## config.mk

```make
export PLATFORM = sky130hd
export DESIGN_NAME = hicore_disp_q_flat
export DESIGN_NICKNAME = d
export VERILOG_FILES = /design/src/rtl/hicore_disp_q_if.sv /design/src/rtl/hicore_disp_q.sv /design/src/flat_wrapper.sv
export SDC_FILE = /design/constraint.sdc
export NUM_CORES = 1
export LEC_CHECK = 0
export ABC_AREA = 1
export CORE_MARGIN = 4
export CORE_UTILIZATION = 49
export CTS_BUF_LIST = sky130_fd_sc_hd__clkbuf_16
export CTS_CLUSTER_DIAMETER = 150
export DETAILED_ROUTE_END_ITERATION = 16
export GPL_ROUTABILITY_DRIVEN = 0
export GPL_TIMING_DRIVEN = 1
export PLACE_DENSITY_LB_ADDON = 0.08
export SLEW_MARGIN = 20
export SYNTH_ARGS = -nofsm -noshare
export SYNTH_HDL_FRONTEND = slang
export SYNTH_SLANG_ARGS = --single-unit
export TNS_END_PERCENT = 100
```

## constraint.sdc

```tcl
create_clock -name clk -period 5.75 [get_ports clk]
set_input_delay 0.575 -clock clk [delete_from_list [all_inputs] [get_ports clk]]
set_output_delay 0.575 -clock clk [all_outputs]
set_load 0.005 [all_outputs]
```

## src/rtl/hicore_disp_q_if.sv

```systemverilog
// Dispatch stage bus bundle: decode->execute upstream handshake plus the
// per-unit issue channels.
//   master : dispatch side (accepts decode entries, drives unit issue)
//   slave  : environment side (drives decode entries, accepts unit issue)
// Signals:
//   i_de2ex_valid/ready/info/sel/rd_need/rd_idx : upstream entry handshake
//   o_unit_valid/ready/info                     : per-unit issue channels
interface hicore_disp_q_if #(
  parameter int unsigned NUM_UNIT = 5,
  parameter int unsigned INFO_W   = 64,
  parameter int unsigned RFIDX_W  = 5
);
  logic                i_de2ex_valid;
  logic                i_de2ex_ready;
  logic [INFO_W-1:0]   i_de2ex_info;
  logic [NUM_UNIT-1:0] i_de2ex_sel;
  logic                i_de2ex_rd_need;
  logic [RFIDX_W-1:0]  i_de2ex_rd_idx;
  logic [NUM_UNIT-1:0] o_unit_valid;
  logic [NUM_UNIT-1:0] o_unit_ready;
  logic [INFO_W-1:0]   o_unit_info;

  modport master (
    input  i_de2ex_valid, i_de2ex_info, i_de2ex_sel, i_de2ex_rd_need, i_de2ex_rd_idx,
    input  o_unit_ready,
    output i_de2ex_ready, o_unit_valid, o_unit_info
  );

  modport slave (
    output i_de2ex_valid, i_de2ex_info, i_de2ex_sel, i_de2ex_rd_need, i_de2ex_rd_idx,
    output o_unit_ready,
    input  i_de2ex_ready, o_unit_valid, o_unit_info
  );
endinterface

```

## src/rtl/hicore_disp_q.sv

```systemverilog
// Buffered dispatch stage: FIFO of decoded entries, head issued to the one
// execute unit named by its one-hot select.
// Ports:
//   clk, rst         : clock, asynchronous active-high reset
//   bus (master)     : upstream handshake and per-unit issue channels
//   i_flush          : synchronous drop of all buffered entries
//   o_nop_fire       : head with empty select retired this cycle
//   i_chk_idx        : register hazard query index
//   o_chk_hit        : some buffered entry writes i_chk_idx
//   ex_rd_need/idx   : head destination register info
//   o_count          : occupied entries
//   o_sel_err        : sticky, a multi-hot select reached the head
module hicore_disp_q #(
  parameter int unsigned NUM_UNIT = 5,
  parameter int unsigned INFO_W   = 64,
  parameter int unsigned DEPTH    = 2,
  parameter int unsigned RFIDX_W  = 5
) (
  input  logic               clk,
  input  logic               rst,
  hicore_disp_q_if.master    bus,
  input  logic               i_flush,
  output logic               o_nop_fire,
  input  logic [RFIDX_W-1:0] i_chk_idx,
  output logic               o_chk_hit,
  output logic               ex_rd_need,
  output logic [RFIDX_W-1:0] ex_rd_idx,
  output logic [3:0]         o_count,
  output logic               o_sel_err
);
  localparam int unsigned PTR_W = (DEPTH > 1) ? $clog2(DEPTH) : 1;
  localparam logic [3:0]  DepthC = 4'(DEPTH);

  logic [INFO_W-1:0]   info_q    [DEPTH];
  logic [NUM_UNIT-1:0] sel_q     [DEPTH];
  logic                rd_need_q [DEPTH];
  logic [RFIDX_W-1:0]  rd_idx_q  [DEPTH];

  logic [PTR_W-1:0] wptr_q, wptr_d, rptr_q, rptr_d;
  logic [3:0]       count_q, count_d;
  logic             sel_err_q, sel_err_d;

  logic                head_valid, push, pop, multi_hot;
  logic [NUM_UNIT-1:0] head_sel;

  function automatic logic [PTR_W-1:0] ptr_inc(input logic [PTR_W-1:0] p);
    if (p == PTR_W'(DEPTH - 1)) return '0;
    return p + 1'b1;
  endfunction

  assign head_valid = (count_q != 4'd0);
  assign head_sel   = sel_q[rptr_q];
  assign multi_hot  = |(head_sel & (head_sel - 1'b1));

  // Readiness looks only at registered occupancy, so a full FIFO refuses a
  // push even while it pops; this keeps o_unit_ready off the upstream path.
  assign bus.i_de2ex_ready = (count_q < DepthC) & ~i_flush;
  assign push = bus.i_de2ex_valid & bus.i_de2ex_ready;
  assign pop  = head_valid & ~i_flush & ((head_sel == '0) | (|(head_sel & bus.o_unit_ready)));

  assign bus.o_unit_valid = head_valid ? head_sel : '0;
  assign bus.o_unit_info  = head_valid ? info_q[rptr_q] : '0;
  assign o_nop_fire       = head_valid & (head_sel == '0);
  assign ex_rd_need       = head_valid & rd_need_q[rptr_q];
  assign ex_rd_idx        = head_valid ? rd_idx_q[rptr_q] : '0;
  assign o_count          = count_q;
  assign o_sel_err        = sel_err_q;

  // Hazard lookup: entry i is occupied when its distance from the read
  // pointer is below the count. The entry being pushed is not yet visible.
  always_comb begin
    o_chk_hit = 1'b0;
    for (int i = 0; i < int'(DEPTH); i++) begin
      int off;
      off = i - int'(rptr_q);
      if (off < 0) off = off + int'(DEPTH);
      if ((off < int'(count_q)) && rd_need_q[i] && (rd_idx_q[i] == i_chk_idx)) begin
        o_chk_hit = 1'b1;
      end
    end
  end

  always_comb begin
    count_d   = count_q;
    wptr_d    = wptr_q;
    rptr_d    = rptr_q;
    sel_err_d = sel_err_q | (head_valid & multi_hot);
    if (i_flush) begin
      count_d = 4'd0;
      wptr_d  = '0;
      rptr_d  = '0;
    end else begin
      if (push) wptr_d = ptr_inc(wptr_q);
      if (pop)  rptr_d = ptr_inc(rptr_q);
      if (push && !pop)      count_d = count_q + 4'd1;
      else if (!push && pop) count_d = count_q - 4'd1;
    end
  end

  always_ff @(posedge clk or posedge rst) begin
    if (rst) begin
      count_q   <= 4'd0;
      wptr_q    <= '0;
      rptr_q    <= '0;
      sel_err_q <= 1'b0;
    end else begin
      count_q   <= count_d;
      wptr_q    <= wptr_d;
      rptr_q    <= rptr_d;
      sel_err_q <= sel_err_d;
    end
  end

  // Payload storage needs no reset: every read is qualified by occupancy.
  always_ff @(posedge clk) begin
    if (push) begin
      info_q[wptr_q]    <= bus.i_de2ex_info;
      sel_q[wptr_q]     <= bus.i_de2ex_sel;
      rd_need_q[wptr_q] <= bus.i_de2ex_rd_need;
      rd_idx_q[wptr_q]  <= bus.i_de2ex_rd_idx;
    end
  end
endmodule
```

## src/flat_wrapper.sv

```systemverilog
// flat-port wrapper written by rule: the top's interface ports become plain ports
module hicore_disp_q_flat 
#(
  parameter int unsigned NUM_UNIT = 5,
  parameter int unsigned INFO_W   = 64,
  parameter int unsigned DEPTH    = 2,
  parameter int unsigned RFIDX_W  = 5
)
  (clk, rst, i_flush, o_nop_fire, i_chk_idx, o_chk_hit, ex_rd_need, ex_rd_idx, o_count, o_sel_err, bus_i_de2ex_valid, bus_i_de2ex_info, bus_i_de2ex_sel, bus_i_de2ex_rd_need, bus_i_de2ex_rd_idx, bus_o_unit_ready, bus_i_de2ex_ready, bus_o_unit_valid, bus_o_unit_info);
  hicore_disp_q_if #(.NUM_UNIT(NUM_UNIT), .INFO_W(INFO_W), .RFIDX_W(RFIDX_W)) bus_i ();
  input  logic clk;
  input  logic rst;
  input  logic i_flush;
  output logic o_nop_fire;
  input  logic [RFIDX_W-1:0] i_chk_idx;
  output logic o_chk_hit;
  output logic ex_rd_need;
  output logic [RFIDX_W-1:0] ex_rd_idx;
  output logic [3:0] o_count;
  output logic o_sel_err;
  input wire logic [$bits(bus_i.i_de2ex_valid)-1:0] bus_i_de2ex_valid;
  input wire logic [$bits(bus_i.i_de2ex_info)-1:0] bus_i_de2ex_info;
  input wire logic [$bits(bus_i.i_de2ex_sel)-1:0] bus_i_de2ex_sel;
  input wire logic [$bits(bus_i.i_de2ex_rd_need)-1:0] bus_i_de2ex_rd_need;
  input wire logic [$bits(bus_i.i_de2ex_rd_idx)-1:0] bus_i_de2ex_rd_idx;
  input wire logic [$bits(bus_i.o_unit_ready)-1:0] bus_o_unit_ready;
  output wire logic [$bits(bus_i.i_de2ex_ready)-1:0] bus_i_de2ex_ready;
  output wire logic [$bits(bus_i.o_unit_valid)-1:0] bus_o_unit_valid;
  output wire logic [$bits(bus_i.o_unit_info)-1:0] bus_o_unit_info;
  assign bus_i.i_de2ex_valid = bus_i_de2ex_valid;
  assign bus_i.i_de2ex_info = bus_i_de2ex_info;
  assign bus_i.i_de2ex_sel = bus_i_de2ex_sel;
  assign bus_i.i_de2ex_rd_need = bus_i_de2ex_rd_need;
  assign bus_i.i_de2ex_rd_idx = bus_i_de2ex_rd_idx;
  assign bus_i.o_unit_ready = bus_o_unit_ready;
  assign bus_i_de2ex_ready = bus_i.i_de2ex_ready;
  assign bus_o_unit_valid = bus_i.o_unit_valid;
  assign bus_o_unit_info = bus_i.o_unit_info;
  hicore_disp_q #(.NUM_UNIT(NUM_UNIT), .INFO_W(INFO_W), .DEPTH(DEPTH), .RFIDX_W(RFIDX_W)) u_core (.clk(clk), .rst(rst), .bus(bus_i), .i_flush(i_flush), .o_nop_fire(o_nop_fire), .i_chk_idx(i_chk_idx), .o_chk_hit(o_chk_hit), .ex_rd_need(ex_rd_need), .ex_rd_idx(ex_rd_idx), .o_count(o_count), .o_sel_err(o_sel_err));
endmodule
```

Word-level counts from Yosys, hierarchy flattened
Memory sizes are Yosys's and may differ from the RTL's.
Index checks and enable logic that the tools add are counted.
- register bits: 7
- bits in writable memories: 150
- input port bits: 89
- output and inout port bits: 83
- word-level logic and storage cells: 77
- memories: 4
- memory list (name ; words ; width ; rd ports ; clocked after Yosys merged registers in ; write ports ; line ; RTL):
    u_core.info_q ; 2 ; 64 ; 1 ; 0 ; 1 ; hicore_disp_q.sv:34 ; logic [INFO_W-1:0] info_q [DEPTH];
    u_core.rd_idx_q ; 2 ; 5 ; 3 ; 0 ; 1 ; hicore_disp_q.sv:37 ; logic [RFIDX_W-1:0] rd_idx_q [DEPTH];
    u_core.sel_q ; 2 ; 5 ; 1 ; 0 ; 1 ; hicore_disp_q.sv:35 ; logic [NUM_UNIT-1:0] sel_q [DEPTH];
    u_core.rd_need_q ; 2 ; 1 ; 3 ; 0 ; 1 ; hicore_disp_q.sv:36 ; logic rd_need_q [DEPTH];
- add/subtract/negate cells: 9
- magnitude comparators: 5
- equal/unequal tests: 2
- muxes and demuxes: 26
- bitwise gates (word level): 12
- reductions and logical operators: 15
- operators with widths (cell ; count):
    $add A32 B3 Y32 const B ; 2
    $lt A32 B1 Y1 const B ; 2
    $lt A32 B5 Y1 ; 2
    $mux W32 ; 2
    $mux W64 ; 1
    $mux W1 ; 18
    $mux W4 ; 3
    $and A5 B5 Y5 ; 2
    $eq A5 B5 Y1 ; 2
    $mux W5 ; 2
    $reduce_or A5 Y1 ; 2
    $and A1 B1 Y1 ; 7
    $logic_and A1 B1 Y1 ; 6
    $logic_not A5 Y1 ; 1
    $sub A5 B1 Y5 const B ; 1
    $add A4 B1 Y4 const B ; 1
    $lt A4 B2 Y1 const B ; 1
    $reduce_bool A2 Y1 ; 2
    $reduce_bool A4 Y1 ; 1
    $sub A1 B1 Y2 const A ; 2
    $sub A4 B1 Y4 const B ; 1
    $reduce_bool A3 Y1 ; 1
    $add A1 B1 Y1 const B ; 2
    $logic_not A1 Y1 ; 2
    other kinds (2) ; 3

Depth between registers and ports, before layout
Gate-level depths: netlist of the first run.
An unclocked memory read counts as a cell.
- word-level depth: 10
- gate-level depth with buffers: 19
- mapped depth without buffers: 17

Worst setup path after synthesis of the first run
Ideal clock, no wire load.
- kind: register to register
- start point: reg u_core.count_q[3] (netlist: u_core.o_count[3])
- end point: mem u_core.info_q[0][0] (enable)
- setup time: 509 ps
- arrival: 4101 ps
- required time: 5241 ps
- slack: 1140 ps
- stages on the path, launching flop included: 6
- path buffers: 0
- period minus slack after synthesis: 4610 ps
- cells stage by stage: dfrtp_1 nor2_1 nand2_1 nor2_1 nand2_1 nor2_1
- cells in the longest elaborated chain, start to end: 5
- RTL lines (element ; line ; RTL):
    start: declaration ; hicore_disp_q.sv:40 ; logic [3:0] count_q, count_d;
    start signal: assignment ; hicore_disp_q.sv:107 ; count_q <= count_d;
    $lt A4 B2 Y1 ; hicore_disp_q.sv:57 ; assign bus.i_de2ex_ready = (count_q < DepthC) & ~i_flush;
    $and A1 B1 Y1 ; hicore_disp_q.sv:57 ;
    net bus_i_de2ex_ready ; flat_wrapper.sv:27 ; output wire logic [$bits(bus_i.i_de2ex_ready)-1:0] bus_i_de2ex_ready;
    $and A1 B1 Y1 ; hicore_disp_q.sv:58 ; assign push = bus.i_de2ex_valid & bus.i_de2ex_ready;
    $mux W1 ; hicore_disp_q.sv:116 ; if (push) begin
    $mux W1 (not written as such) ; hicore_disp_q.sv:117 ; info_q[wptr_q] <= bus.i_de2ex_info;
    end: declaration ; hicore_disp_q.sv:34 ;
The timed path passes the listed nets, and every way through them passes these cells.

Final worst setup path of the first run
- start point: reg u_core.rptr_q
- end point: out o_nop_fire
- cells in the longest elaborated chain, start to end: 3
- RTL lines (element ; line ; RTL):
    start: declaration ; hicore_disp_q.sv:39 ; logic [PTR_W-1:0] wptr_q, wptr_d, rptr_q, rptr_d;
    start signal: assignment ; hicore_disp_q.sv:109 ; rptr_q <= rptr_d;
    $mem_v2 Z2 W5 ; -- ;
    $logic_not A5 Y1 ; hicore_disp_q.sv:63 ; assign o_nop_fire = head_valid & (head_sel == '0);
    $and A1 B1 Y1 ; hicore_disp_q.sv:63 ;
    end: declaration ; flat_wrapper.sv:14 ; output logic o_nop_fire;
No other way between the ends.

==> results.cfg, run 1 <==
[route]
initial_drt_pass_iterations = 5
drt-initial-drc-count = 375
residual_drc = 0
routed_via_density = 4.741
ant_nets = 0
wl_per_cell_microns = 14.36
totalWireLength_microns = 14560
routed-via-count = 4807

[min_path]
hp-class = in2async

[place]
placedInstanceArea_sq_mm = 0.008646
port_buffer_cells = 171
place_inst = 983
dp_hpwl_microns = 9189

[synth]
synth-compound-area-share = 0.01292
syn_area_sq_mm = 0.006779
synthesis.instances = 657
synth_edf_count = 150
synth.most_common_cell = sky130_fd_sc_hd__nand2_1
postSynth.topFlopCell = sky130_fd_sc_hd__edfxtp_1
yosys_warnings = 0
synth.yosys.seq_area_share = 0.6903
postSynthAreaPerCell_sq_um = 10.32
synth_fa_ha_area_frac = 0.006645
netlist_top_cells_area = sky130_fd_sc_hd__edfxtp_1 (66%), sky130_fd_sc_hd__nand2_1 (17%), sky130_fd_sc_hd__inv_1 (5.2%)
yosys.area_share.xor_xnor = 0.01163
ys_seq_elements = 157
yosysUniqueCellTypes = 29
synth_top_family_by_area = simple AND/OR/NAND/NOR gates
netlist_top_cells_count = sky130_fd_sc_hd__nand2_1 (310), sky130_fd_sc_hd__edfxtp_1 (150), sky130_fd_sc_hd__inv_1 (94)
async_flop_share = 0.04459
yosys.area.top_type_share = 0.6645
post-synth-top-area-cell = sky130_fd_sc_hd__edfxtp_1
post_synth_mux_area_share = 0
yosys.area_share.simple = 0.2091
syn-num-nets = 749

[outcome]
outcome = complete, no violations

[global_routing]
first_pass_grt_wire_length_microns = 23160
antenna_found_initial = 1
grt-ovfl-total = 0
number_of_global_route_vias_before_repair = 4713
grt_start_max_net_pins = 83
track_usage = 0.1864

[worst_setup_path]
end_kind = primary output
critical_path_required_ns = 5.18
cpMaxStageDelayCell = sky130_fd_sc_hd__inv_4
timing.critical_path.arrival_ns = 3.28
critPathLaunchType = flop
max_stage_delay_ns = 0.71
biggest_fanout_along_the_worst_timing_path = 82
worst-setup-path-type = reg2out
timing.critical_path.buf_inv = 3
timing.critical_path.max_delay_family = buffers and inverters
crit_path_cell_trace = buf_4 > inv_4 > nand2_1 > and2_1 > nor2_2 > nand3_2 > nor2_1 > clkdlybuf4s50_1

[sta]
slew_viol_final = 0
rsz0062_at_grt = false
final_period_minus_worst_setup_slack_ns = 3.855
setup_violations = 0
timing.fmax_mhz = 259.4
setup-tns-final_ns = 0
worst_clock_skew_ns = 0.007862
slew_headroom = 0.3186
tightestPinTransition_ns = 1.022
report.final.hold_viol_count = 0
period_share = 0.6704

[floorplan]
fp.dieH_microns = 125.6
die_w_microns = 125.6
floorplan.die_area_sq_mm = 0.01578
coreArea_sq_mm = 0.01340
fp-row-count = 42
initial_core_util = 0.5059
io_pins = 172

[cts]
clock_latency_ns = 0.41
cts.clk_slew.worst_paths_ns = 0.06
clock_tree.htree_level_count = 4
cts_post_setup_buffers_inserted = 0
maximum_clock_path_buffer_count = 2
cts_hold_buffers = 0
post_cts_resize_count = 0
number_of_buffers_created_by_cts = 17
tritoncts_clock_tree = built
clock_sinks = 157
cts-root-buf = sky130_fd_sc_hd__clkbuf_16

[finish]
insertedDiodeCount = 0
fin_area_sq_mm = 0.009184
finalNonFillerCells = 1014
final_nets = 918
drive_above_1_share = 0.05251
area_delta_synth_final_pct = 35.47

[pwr]
power_leakage_nw = 4.086
power.ir.vdd_worst_v = 0.0002705
p_per_area_mw_per_mm2 = 450.4

[flow_run]
cap_violations = 0
where the power goes:
part,internal [W],switching (W),total (W),leakage [nW]
logic,0.000826,0.000878,0.00170,2.37
registers,0.00137,0.0000436,0.00142,1.44
clock network,0.000620,0.000395,0.00102,0.275
total,0.00282,0.00132,0.00414,4.09
cells by family (layout without fill, tap and decap cells):
logic type,count (synthesis),count (layout)
XOR/XNOR,9,9
adder cells (fa/ha/maj),3,3
buffers and inverters,120,301
AND/OR/NAND/NOR,353,353
AO/OA/AOI/OAI,15,15
flip-flops,157,157
path summary, 6_finish.rpt:
path | from | end | slack (ns) | cells past startpoint
min in group clk | u_core.o_sel_err | u_core.o_sel_err | 0.49 | 2
max | u_core.rptr_q | o_nop_fire | 1.90 | 8
max in group asynchronous | rst | u_core.rptr_q | 5.11 | 2
min reg2reg | u_core.o_sel_err | u_core.o_sel_err | 0.49 | 2
min | rst | u_core.o_count[2] | 0.40 | 2
max reg2reg | u_core.rptr_q | u_core.o_count[3] | 2.21 | 17
sequential cells by signal, summed over array words and instances, names as in the netlist:
name,count
u_core.info_q,128
u_core.rd_need_q,2
u_core.rptr_q,1
u_core.sel_q,10
u_core.wptr_q,1
u_core.o_count,4
u_core.rd_idx_q,10
u_core.o_sel_err,1
cells in the final DEF, fill, tap and decap left out, drive strengths merged, types with 2 or more instances in the layout:
| cell | n |
|---|---|
| bufinv | 2 |
| edfxtp | 150 |
| clkbuf | 17 |
| o211ai | 2 |
| nand2 | 318 |
| inv | 98 |
| dfrtp | 7 |
| clkdlybuf4s50 | 171 |
| buf | 4 |
| ha | 2 |
| nor2 | 14 |
| a21oi | 4 |
| o21ai | 7 |
| xor2 | 6 |
| clkinv | 9 |
| nand3 | 18 |
| xnor2 | 3 |
stage by stage:
stage / util / hold slack [ns] / setup WS [ns] / total power [W]
after floorplan: - / 0.3784 / 1.140 / 0.002277
after CTS: 0.6853 / 0.3975 / 1.877 / 0.004186
after detailed placement: 0.6452 / 0.4835 / 2.227 / 0.003158
after global placement: 0.6452 / 0.4667 / 2.322 / 0.003134
final: 0.6853 / 0.4014 / 1.895 / 0.004137
after global routing: 0.6853 / 0.4368 / 1.651 / 0.004402
layer usage:
| layer | track usage | part of all wire |
|---|---|---|
| met3 | 0.05377 | 0.062 |
| met2 | 0.3178 | 0.50 |
| met4 | 0.05548 | 0.011 |
| met5 | 0 | 0.00089 |
| met1 | 0.2325 | 0.42 |
layout make-up:
class                   instances  area [sq um]
repair buffers                175          1742
fillers                      1016          4217
clock buffers                  17         425.4
well taps                     176         220.2
multi-input cells             380          1644
clock inverters                14         112.6
flip-flops and latches        157          4681
inverters                      95         359.1
Power figures use the tool's default switching activity.
==> run 2: changes to the inputs <==
- CORE_UTILIZATION: 49 -> 44
- clock period: 5.75 -> 3.5 ns (I/O delays scaled with it)
==> results.cfg, run 2 (synthesis gave the netlist of run 1 again) <==
[outcome]
outcome = complete, no violations

[route]
residual_drc = 0
drt-initial-drc-count = 278
initial_drt_pass_iterations = 4
routed_via_density = 4.708
wl_per_cell_microns = 14.78
ant_nets = 0
routed-via-count = 4845
totalWireLength_microns = 15210

[worst_setup_path]
critPathLaunchType = flop
timing.critical_path.arrival_ns = 2.75
biggest_fanout_along_the_worst_timing_path = 39
worst-setup-path-type = reg2out
critical_path_required_ns = 3.15
end_kind = primary output

[finish]
top_regs = u_core.info_q: 128 flops, u_core.rd_idx_q: 10 flops, u_core.sel_q: 10 flops
final-seq-area_sq_mm = 0.004681
top_register = u_core.info_q
area_delta_synth_final_pct = 37.73
multi_input_gate_area_in_the_final_layout_sq_mm = 0.001644
mostFrequentLayoutCell = sky130_fd_sc_hd__nand2_1
drive_above_1_share = 0.06421
largest_register_ffs = 128
final_nets = 920
most-common-layout-cells = sky130_fd_sc_hd__nand2_1 (310), sky130_fd_sc_hd__clkdlybuf4s50_1 (171), sky130_fd_sc_hd__edfxtp_1 (150), sky130_fd_sc_hd__inv_1 (94)
insertedDiodeCount = 0
final.fill_count = 1260

[sta]
timing.fmax_mhz = 322.6
final_period_minus_worst_setup_slack_ns = 3.100
setup-tns-final_ns = 0
tightestPinTransition_ns = 0.7313
slew_headroom = 0.5125
worst_case_setup_margin_in_the_final_layout_ns = 0.4001
period_share = 0.8857
slew_viol_final = 0
rsz0062_at_grt = false
worst_clock_skew_ns = 0.007827
setup_violations = 0
report.final.hold_viol_count = 0

[cts]
cts_post_setup_buffers_inserted = 0
maximum_clock_path_buffer_count = 2
post_cts_resize_count = 0
number_of_buffers_created_by_cts = 17
cts.clk_slew.worst_paths_ns = 0.06
cts_hold_buffers = 0
clock_sinks = 157
clock_tree.htree_level_count = 4
cts-root-buf = sky130_fd_sc_hd__clkbuf_16
tritoncts_clock_tree = built
clock_latency_ns = 0.42

[floorplan]
coreArea_sq_mm = 0.01515
floorplan.die_area_sq_mm = 0.01746
fp-row-count = 45
initial_core_util = 0.4476
fp.dieH_microns = 132.1
io_pins = 172
die_w_microns = 132.1

[global_routing]
grt-ovfl-total = 0
antenna_found_initial = 1
track_usage = 0.1783
grt_start_max_net_pins = 76
first_pass_grt_wire_length_microns = 24500
number_of_global_route_vias_before_repair = 4977

[pwr]
power.ir.vdd_worst_v = 0.0003434
power_leakage_nw = 4.126
p_per_area_mw_per_mm2 = 760.2

[min_path]
hp-class = in2async

[place]
port_buffer_cells = 171
preCtsSetupSlack_ns = 0.5282
dp_hpwl_microns = 9691

[flow_run]
cap_violations = 0
[run 2: cell count changes in the layout (fill, tap and decap cells not counted)]
cell | previous run | this run
sky130_fd_sc_hd__clkinv_1 | 6 | 1
sky130_fd_sc_hd__clkinvlp_4 | 0 | 4
sky130_fd_sc_hd__buf_12 | 0 | 3
sky130_fd_sc_hd__bufinv_16 | 2 | 4
sky130_fd_sc_hd__clkinv_4 | 1 | 3
sky130_fd_sc_hd__inv_1 | 96 | 94
sky130_fd_sc_hd__buf_4 | 4 | 3
sky130_fd_sc_hd__clkinv_2 | 2 | 1
sky130_fd_sc_hd__inv_6 | 0 | 1
[run 2: per-layer routing]
layer	routed length (microns)	GRT usage
met3	943	0.05344
met4	192	0.06301
met5	13	0
met2	7645	0.3067
met1	6416	0.2135
[run 2: worst max-delay path: stages, from the launching register on]
cell	delay [ns]
sky130_fd_sc_hd__dfrtp_1	0.40
sky130_fd_sc_hd__inv_1	0.09
sky130_fd_sc_hd__nand2_1	0.14
sky130_fd_sc_hd__nor2_1	0.11
sky130_fd_sc_hd__inv_2	0.54
sky130_fd_sc_hd__buf_12	0.29
sky130_fd_sc_hd__nand3_1	0.09
sky130_fd_sc_hd__inv_1	0.08
sky130_fd_sc_hd__clkdlybuf4s50_1	0.51
[run 2: worst paths after layout]
| kind | endpoint | cells past startpoint | start | slack [ns] |
|---|---|---|---|---|
| min reg2reg | u_core.o_sel_err | 2 | u_core.o_sel_err | 0.50 |
| min in group clk | u_core.o_sel_err | 2 | u_core.o_sel_err | 0.50 |
| min | u_core.o_count[3] | 2 | rst | 0.17 |
| max reg2reg | u_core.o_count[3] | 15 | u_core.rptr_q | 0.56 |
| max in group asynchronous | u_core.rptr_q | 2 | rst | 3.09 |
| max | bus_o_unit_valid[4] | 8 | u_core.o_count[1] | 0.40 |
[run 2: per-stage QoR]
stage                     utilization  cell area (sq um)  std cells  total power (W)  hold slack, ns
after floorplan                     -               6779        657         0.003741          0.1534
after global placement         0.5753               8713        997         0.005208          0.4769
after detailed placement       0.5753               8713        997         0.005253          0.4813
after CTS                      0.6164               9336       1029         0.007200          0.1680
after global routing           0.6164               9336       1029         0.007567          0.1916
final                          0.6164               9336       1029         0.007098          0.1674
[run 2: report_power, final]
group | switching (W) | total, W | internal [W]
registers | 0.0000851 | 0.00234 | 0.00225
logic | 0.00145 | 0.00284 | 0.00139
clock network | 0.000730 | 0.00192 | 0.00119
total | 0.00227 | 0.00710 | 0.00483
[run 2: layout make-up]
class                      count  share of cell area
sequential                   157              0.5013
timing repair buffer         177              0.1922
multi-input combinational    380              0.1761
clock buffer                  17             0.04556
inverter                      95             0.03846
tap                          188             0.02519
clock inverter                15             0.02117
==> run 3: changes to the inputs <==
- CORE_UTILIZATION: 44 -> 40
==> results.cfg, run 3 (synthesis gave the netlist of run 1 again) <==
[worst_setup_path]
max_stage_delay_ns = 0.55
reg2regPathDepth = 16
timing.critical_path.arrival_ns = 2.66
rrSetupSlack_ns = 0.62
worst_r2r_startpoint = u_core.rptr_q
rr_endpoint = u_core.o_count[3]
worst-setup-path-type = reg2out
critPathLaunchType = flop
biggest_fanout_along_the_worst_timing_path = 38
critical_path_required_ns = 3.15
cpMaxStageDelayCell = sky130_fd_sc_hd__dfrtp_2
crit_path_cell_trace = inv_4 > buf_4 > nand2_1 > nand2_1 > nand2_1 > inv_1 > clkdlybuf4s50_1
end_kind = primary output
critical-path-top-cell-by-count = sky130_fd_sc_hd__nand2_1

[finish]
top_register = u_core.info_q
drive_above_1_share = 0.06406
mostFrequentLayoutCell = sky130_fd_sc_hd__nand2_1
finalNonFillerCells = 1063
fin_area_sq_mm = 0.009326
area_delta_synth_final_pct = 37.58
most-common-layout-cells = sky130_fd_sc_hd__nand2_1 (310), sky130_fd_sc_hd__clkdlybuf4s50_1 (171), sky130_fd_sc_hd__edfxtp_1 (150), sky130_fd_sc_hd__inv_1 (96)
insertedDiodeCount = 0
top_regs = u_core.info_q: 128 flops, u_core.rd_idx_q: 10 flops, u_core.sel_q: 10 flops
largest_register_ffs = 128
final_nets = 922

[cts]
clock_latency_ns = 0.42
tritoncts_clock_tree = built
clock_sinks = 157
number_of_buffers_created_by_cts = 17
cts-root-buf = sky130_fd_sc_hd__clkbuf_16
maximum_clock_path_buffer_count = 2
post_cts_resize_count = 0
clock_tree.htree_level_count = 4
cts.clk_slew.worst_paths_ns = 0.06
cts_post_setup_buffers_inserted = 0
cts_hold_buffers = 0

[route]
routed-via-count = 4771
residual_drc = 0
totalWireLength_microns = 15300
wl_per_cell_microns = 14.40
initial_drt_pass_iterations = 5
ant_nets = 0
routed_via_density = 4.488
drt-initial-drc-count = 227

[sta]
setup-tns-final_ns = 0
report.final.hold_viol_count = 0
tightestPinTransition_ns = 0.7103
worst_clock_skew_ns = 0.008636
rsz0062_at_grt = false
slew_viol_final = 0
worst_case_setup_margin_in_the_final_layout_ns = 0.4859
timing.hold.ws_ns = 0.1988
setup_violations = 0
timing.fmax_mhz = 331.8
period_share = 0.8612
slew_headroom = 0.5265
final_period_minus_worst_setup_slack_ns = 3.014

[place]
placedInstanceArea_sq_mm = 0.008743
port_buffer_cells = 171
place_inst = 1031
dp_hpwl_microns = 10030
preCtsSetupSlack_ns = 0.6182

[floorplan]
initial_core_util = 0.4088
die_w_microns = 138.2
fp.dieH_microns = 138.2
io_pins = 172
floorplan.die_area_sq_mm = 0.01909
coreArea_sq_mm = 0.01658
fp-row-count = 47

[global_routing]
grt_start_max_net_pins = 51
first_pass_grt_wire_length_microns = 24550
grt-ovfl-total = 0
number_of_global_route_vias_before_repair = 4860
antenna_found_initial = 1
track_usage = 0.1621

[pwr]
power_frac_comb = 0.403
swShare = 0.3206
power_report.internal_total_w = 0.004737
p_per_area_mw_per_mm2 = 747.7
seq_power_share = 0.337
power_leakage_nw = 4.118
p_clk_frac = 0.259
power.ir.vdd_worst_v = 0.0005823
net-switching-power_w = 0.002236

[flow_run]
cap_violations = 0

[outcome]
outcome = complete, no violations

[min_path]
hp-class = in2async
-- run 3: cell count changes in the layout (fill, tap and decap cells not counted), sizes merged --
| cell | before | now |
|---|---|---|
| clkinvlp | 4 | 5 |
| inv | 97 | 98 |
| buf | 6 | 8 |
| clkinv | 5 | 4 |
| bufinv | 4 | 3 |
-- run 3: worst max path at each step --
stage          slack (ns)                  end               from  depth (start not counted)
3_3_place_gp         0.76    u_core.o_count[3]      u_core.rptr_q                         16
6_report             0.49  bus_o_unit_info[62]      u_core.rptr_q                          7
5_1_grt              0.21  bus_o_unit_info[48]      u_core.rptr_q                          7
2_1_floorplan       -1.11  u_core.info_q[0][0]  u_core.o_count[3]                          5
4_1_cts              0.41  bus_o_unit_info[60]      u_core.rptr_q                          7
3_5_place_dp         0.62    u_core.o_count[3]      u_core.rptr_q                         16
-- run 3: power by group through the flow --
stage / clock network (W) / registers (W) / logic, W
after global placement: 0 / 0.00238 / 0.00284
after global routing: 0.00193 / 0.00237 / 0.00315
after floorplan: 0 / 0.00236 / 0.00138
after CTS: 0.00185 / 0.00235 / 0.00289
final: 0.00181 / 0.00235 / 0.00281
after detailed placement: 0 / 0.00239 / 0.00287
-- run 3: per-stage QoR --
step	total power (W)	util
6_report	0.006973	0.5624
4_1_cts	0.007089	0.5624
3_3_place_gp	0.005222	0.5272
5_1_grt	0.007449	0.5624
3_5_place_dp	0.005259	0.5272
2_1_floorplan	0.003741	-
-- run 3: layout make-up --
type,count,area [sq um]
Timing Repair Buffer,179,1784
Clock inverter,15,157.7
Fill cell,1420,7257
Inverter,95,359.1
Sequential cell,157,4681
Clock buffer,17,425.4
Tap cell,220,275.3
Multi-Input combinational cell,380,1644
-- run 3: metal layers --
| metal | part of all wire | GRT usage |
|---|---|---|
| met4 | 0.015 | 0.06344 |
| met1 | 0.43 | 0.1942 |
| met5 | 0.00085 | 0 |
| met3 | 0.058 | 0.05076 |
| met2 | 0.50 | 0.2742 |
-- run 3: worst max-delay path: cells and delay by family, from the launching register on --
kind / cells / cell delay, ns
buffers and inverters: 4 / 1.47
DFF: 1 / 0.55
and+or+nand+nor: 3 / 0.23
==> patch 1: new RTL, config.mk and constraints of run 3 <==
`NUM_UNIT` is set to 5 in 3 places; all go to 10.
--- a/src/rtl/hicore_disp_q_if.sv
+++ b/src/rtl/hicore_disp_q_if.sv
@@ -7,5 +7,5 @@
 //   o_unit_valid/ready/info                     : per-unit issue channels
 interface hicore_disp_q_if #(
-  parameter int unsigned NUM_UNIT = 5,
+  parameter int unsigned NUM_UNIT = 10,
   parameter int unsigned INFO_W   = 64,
   parameter int unsigned RFIDX_W  = 5
--- a/src/rtl/hicore_disp_q.sv
+++ b/src/rtl/hicore_disp_q.sv
@@ -12,5 +12,5 @@
 //   o_sel_err        : sticky, a multi-hot select reached the head
 module hicore_disp_q #(
-  parameter int unsigned NUM_UNIT = 5,
+  parameter int unsigned NUM_UNIT = 10,
   parameter int unsigned INFO_W   = 64,
   parameter int unsigned DEPTH    = 2,
--- a/src/flat_wrapper.sv
+++ b/src/flat_wrapper.sv
@@ -2,5 +2,5 @@
 module hicore_disp_q_flat 
 #(
-  parameter int unsigned NUM_UNIT = 5,
+  parameter int unsigned NUM_UNIT = 10,
   parameter int unsigned INFO_W   = 64,
   parameter int unsigned DEPTH    = 2,
Ports: changed (resized bus_i_de2ex_sel, bus_o_unit_ready and bus_o_unit_valid); port bits go from 172 to 187. No check against the original RTL was run, so the function may have changed too.
==> patch 1 against run 3 <==
  * Routed wire length increased by 9.3%
  * Clock power decreased by 4%
  * Global-route usage increased by 0.34 points
  * Total power increased by 6.1%
  * Non-clock buffer count increased by 17
  * Sequential power increased by 6%
  * Sequential cell count increased by 10
  * Sequential share of layout area decreased by 0.66 points
  * Synthesized area increased by 8.7%
  * Worst setup slack got worse by 0.21 ns
  * Design area increased by 7.9%
  * Largest cell class unchanged
==> patch 1: results (changes against run 3) <==
- Status: complete, no violations (unchanged)
- HPWL after DPL: 11300 um (was 10000 um)
- Port bufs: 186 (was 171)
- P_clk: 1.74 mW (was 1.81 mW)
- FILL cells: 1571 (was 1420)
- Power share of the combinational group: 42.7% (was 40.3%)
- Transition time of the tightest slew-check pin: 0.723 ns (was 0.710 ns)
- NetSw: 2.49 mW (was 2.24 mW)
- Drt total wl: 16700 um (was 15300 um)
- Ys flop type: edfxtp_1 (unchanged)
- Initial antenna violation count: 2 (was 1)
- Largest net degree at the start of global routing: 53 (was 51)
- Crit path arrival time: 2.88 ns (was 2.66 ns)
- DR WL met2: 8150 um (was 7640 um)
- Synth cell types: 37 (was 29)
- 1st-iter DRT viols: 290 (was 227)
- Vias in the first global route: 5478 (was 4860)
- FFs w/ async S/R, synth: 4.19% (was 4.46%)
- Syn nets: 844 (was 749)
- Layout cells sized above 1: 6.26% (was 6.41%)
- Post-synth EDFFs: 160 (was 150)
- Crit path to: bus_o_unit_info[0] (was bus_o_unit_info[62])
- Gr usage total: 16.6% (was 16.2%)
- Drt first pass iters: 4 (was 5)
- Top Registers: u_core.info_q: 128 flops, u_core.sel_q: 20 flops, u_core.rd_idx_q: 10 flops (was u_core.info_q: 128 flops, u_core.rd_idx_q: 10 flops, u_core.sel_q: 10 flops)
- Synth top area cells: edfxtp_1 (65%), nand2_1 (17%), inv_1 (6.2%) (was edfxtp_1 (66%), nand2_1 (17%), inv_1 (5.2%))
- Met1 WL: 7310 um (was 6530 um)
- Vias: 5391 (was 4771)
- Via-per-instance ratio: 4.60 (was 4.49)
- Cell count after placement: 1141 (was 1031)
- GR Layer Usage met2: 26.9% (was 27.4%)
- # nets final: 1033 (was 922)
- Most instantiated cells after synthesis: nand2_1 (341), edfxtp_1 (160), inv_1 (122) (was nand2_1 (310), edfxtp_1 (150), inv_1 (94))
- Fin Clk Skew: 0.00863 ns (was 0.00864 ns)
- Peak supply drop: 0.000558 V (was 0.000582 V)
-- patch 1: cell types whose count changed in the layout (fill, tap and decap cells not counted), sizes merged, moves of 3 or more --
| cell | run 3 | this run |
|---|---|---|
| clkdlybuf4s50 | 171 | 186 |
| edfxtp | 150 | 160 |
| inv | 98 | 129 |
| nand2 | 318 | 349 |
| nor2 | 14 | 18 |
| o21ai | 7 | 16 |
| xnor2 | 3 | 0 |
| xor2 | 6 | 2 |
-- patch 1: critical path, cell delays in order (launching register included) --
cell and delay (ns):
dfrtp_4 0.57, inv_2 0.20, buf_4 0.38, buf_4 0.45, nand2_1 0.09, nand2_1 0.07
nand2_1 0.05, inv_1 0.10, clkdlybuf4s50_1 0.51
-- patch 1: cell type report --
cell class / instances / area, um^2 / share of cell area, %
clock inverters: 14 / 128 / 1.27
well taps: 229 / 287 / 2.85
multi-input cells: 425 / 1820 / 18.1
repair buffers: 196 / 1950 / 19.4
inverters: 124 / 465 / 4.63
clock buffers: 17 / 425 / 4.23
flip-flops and latches: 167 / 4980 / 49.5
-- patch 1: cell families after synthesis --
family	count (synthesis)	synth area share, %
AOI/OAI and AO/OA	30	2.56
xor gates and xnor gates	2	0.238
adders and majority gates	3	0.611
buffers and inverters	150	7.91
DFF	167	67.5
and+or+nand+nor	390	21.1
-- patch 1: per-stage QoR --
step           power, mW  cell area (um^2)  setup WS (ns)  hold slack, ns  util [%]
2_1_floorplan       4.08              7370          -1.33           0.153         -
3_3_place_gp        5.72              9510          0.693           0.454      52.8
3_5_place_dp        5.75              9510          0.638           0.451      52.8
4_1_cts             7.51             10100          0.224           0.174      55.8
5_1_grt             7.97             10100         0.0336           0.181      55.8
6_report            7.40             10100          0.272           0.181      55.8
==> patch 2: new RTL, config.mk and constraints of run 3 <==
Made on the original files. Put one more register stage on the output `o_count`. The value now appears one clock later. The other outputs are not delayed to match.
--- a/src/rtl/hicore_disp_q.sv
+++ b/src/rtl/hicore_disp_q.sv
@@ -64,5 +64,7 @@
   assign ex_rd_need       = head_valid & rd_need_q[rptr_q];
   assign ex_rd_idx        = head_valid ? rd_idx_q[rptr_q] : '0;
-  assign o_count          = count_q;
+  always_ff @(posedge clk) begin
+    o_count <= count_q;
+  end
   assign o_sel_err        = sel_err_q;
 
Function: changed (a bounded check fails within 4 cycles, from zero or initial values and one cycle with rst high).
==> patch 2 against run 3 <==
  * Global-route usage about the same
  * Die area increased by 1.1%
  * Worst setup slack improved by 0.10 ns
  * Design area increased by 1.7%
  * Via count increased by 0.50%
  * Maximum frequency increased by 3.6%
  * Total power increased by 2.9%
  * Synthesized area increased by 1.1%
  * Sequential cell count increased by 4
  * Routed wire length increased by 0.27%
  * Largest cell class unchanged
==> patch 2: results (changes against run 3) <==
- Status: complete, no violations (unchanged)
- Fin Clk Skew: 0.00811 ns (was 0.00864 ns)
- Worst reg-to-reg setup slack: 1.01 ns (was 0.62 ns)
- CP max stage delay: 0.63 ns (was 0.55 ns)
- Crit path arrival time: 2.56 ns (was 2.66 ns)
- Drt total wl: 15300 um (about the same)
- Gr usage total: 16.2% (about the same)
- # nets final: 926 (was 922)
- Hold_ws: 0.183 ns (was 0.199 ns)
- Leakage power total: 4.18 nW (was 4.12 nW)
- Vias in the first global route: 4886 (was 4860)
- Peak supply drop: 0.000429 V (was 0.000582 V)
- Synth top area cells: edfxtp_1 (66%), nand2_1 (17%), inv_1 (5.1%) (was edfxtp_1 (66%), nand2_1 (17%), inv_1 (5.2%))
- Largest net degree at the start of global routing: 76 (was 51)
- Syn nets: 753 (was 749)
- Vias: 4795 (was 4771)
- Initial antenna violation count: 0 (was 1)
- Sequential-to-total area share from yosys stat: 69.4% (was 69.0%)
- Synth cell types: 30 (was 29)
- Transition time of the tightest slew-check pin: 0.823 ns (was 0.710 ns)
- Worst Path Max Fanout: 74 (was 38)
- FILL cells: 1426 (was 1420)
- FFs w/ async S/R, synth: 4.35% (was 4.46%)
- HPWL after DPL: 9910 um (was 10000 um)
- Layout cells sized above 1: 6.85% (was 6.41%)
- Global-route wire length before repair: 24600 um (about the same)
==> patch 2: final timing paths <==
kind	startpoint	to	depth (start not counted)
worst max-delay path	u_core.rptr_q$_DFFE_PP0P_	o_chk_hit	6
worst min-delay path	rst	u_core.o_sel_err$_DFF_PP0_	2
worst max register to register	u_core.rptr_q$_DFFE_PP0P_	u_core.count_q[3]$_DFFE_PP0P_	16
worst min register to register	u_core.count_q[1]$_DFFE_PP0P_	u_core.o_count[1]$_DFF_P_	0
max in group asynchronous	rst	u_core.rptr_q$_DFFE_PP0P_	2
min in group clk	u_core.count_q[1]$_DFFE_PP0P_	u_core.o_count[1]$_DFF_P_	0
==> patch 2: cell families (layout without fill, tap and decap cells) <==
logic type      Yosys count  after routing  share of synthesized area [%]
buf+inv                 120            306                           6.88
compound gates           15             15                           1.28
fa+ha+maj                 3              3                          0.657
simple gates            353            353                           20.6
flops                   161            161                           69.4
xor+xnor                  9              9                           1.15
==> patch 2: layout make-up <==
class                      count  share of cell area, %
clock buffer                  17                   4.49
clock inverter                15                   2.11
inverter                      95                   3.79
multi-input combinational    380                   17.3
sequential                   161                   50.2
tap                          220                   2.90
timing repair buffer         179                   19.2
==> patch 2: layer usage <==
metal,track usage (%),wire [um]
met4,6.02,255
met5,0,0
met1,19.4,6580
met2,27.9,7790
met3,4.52,712
==> patch 2: worst register-to-register path: cells and delay by family (launching register included) <==
family,cells,cell delay [ns]
adder cells (fa/ha/maj),1,0.28
AO/OA/AOI/OAI,1,0.17
XOR/XNOR,1,0.16
buffers and inverters,2,0.20
AND/OR/NAND/NOR,11,1.09
flip-flops,1,0.48
==> patch 2: power breakdown <==
| part | total [mW] | leakage (nW) | internal (mW) | switching, mW |
|---|---|---|---|---|
| logic | 2.85 | 2.40 | 1.40 | 1.45 |
| clock network | 1.92 | 0.307 | 1.15 | 0.775 |
| registers | 2.40 | 1.48 | 2.32 | 0.0876 |
| total | 7.17 | 4.18 | 4.86 | 2.31 |
==> patch 2: metrics by stage <==
stage          TNS [ns]  worst slack, ns  utilization [%]  std cells  power [mW]
3_5_place_dp          0            0.791             53.0       1035        5.35
3_3_place_gp          0            0.923             53.0       1035        5.32
6_report              0            0.590             56.8       1067        7.17
5_1_grt               0            0.377             56.8       1067        7.68
2_1_floorplan   -158.52            -1.06                -        661        3.81
4_1_cts               0            0.496             56.8       1067        7.30
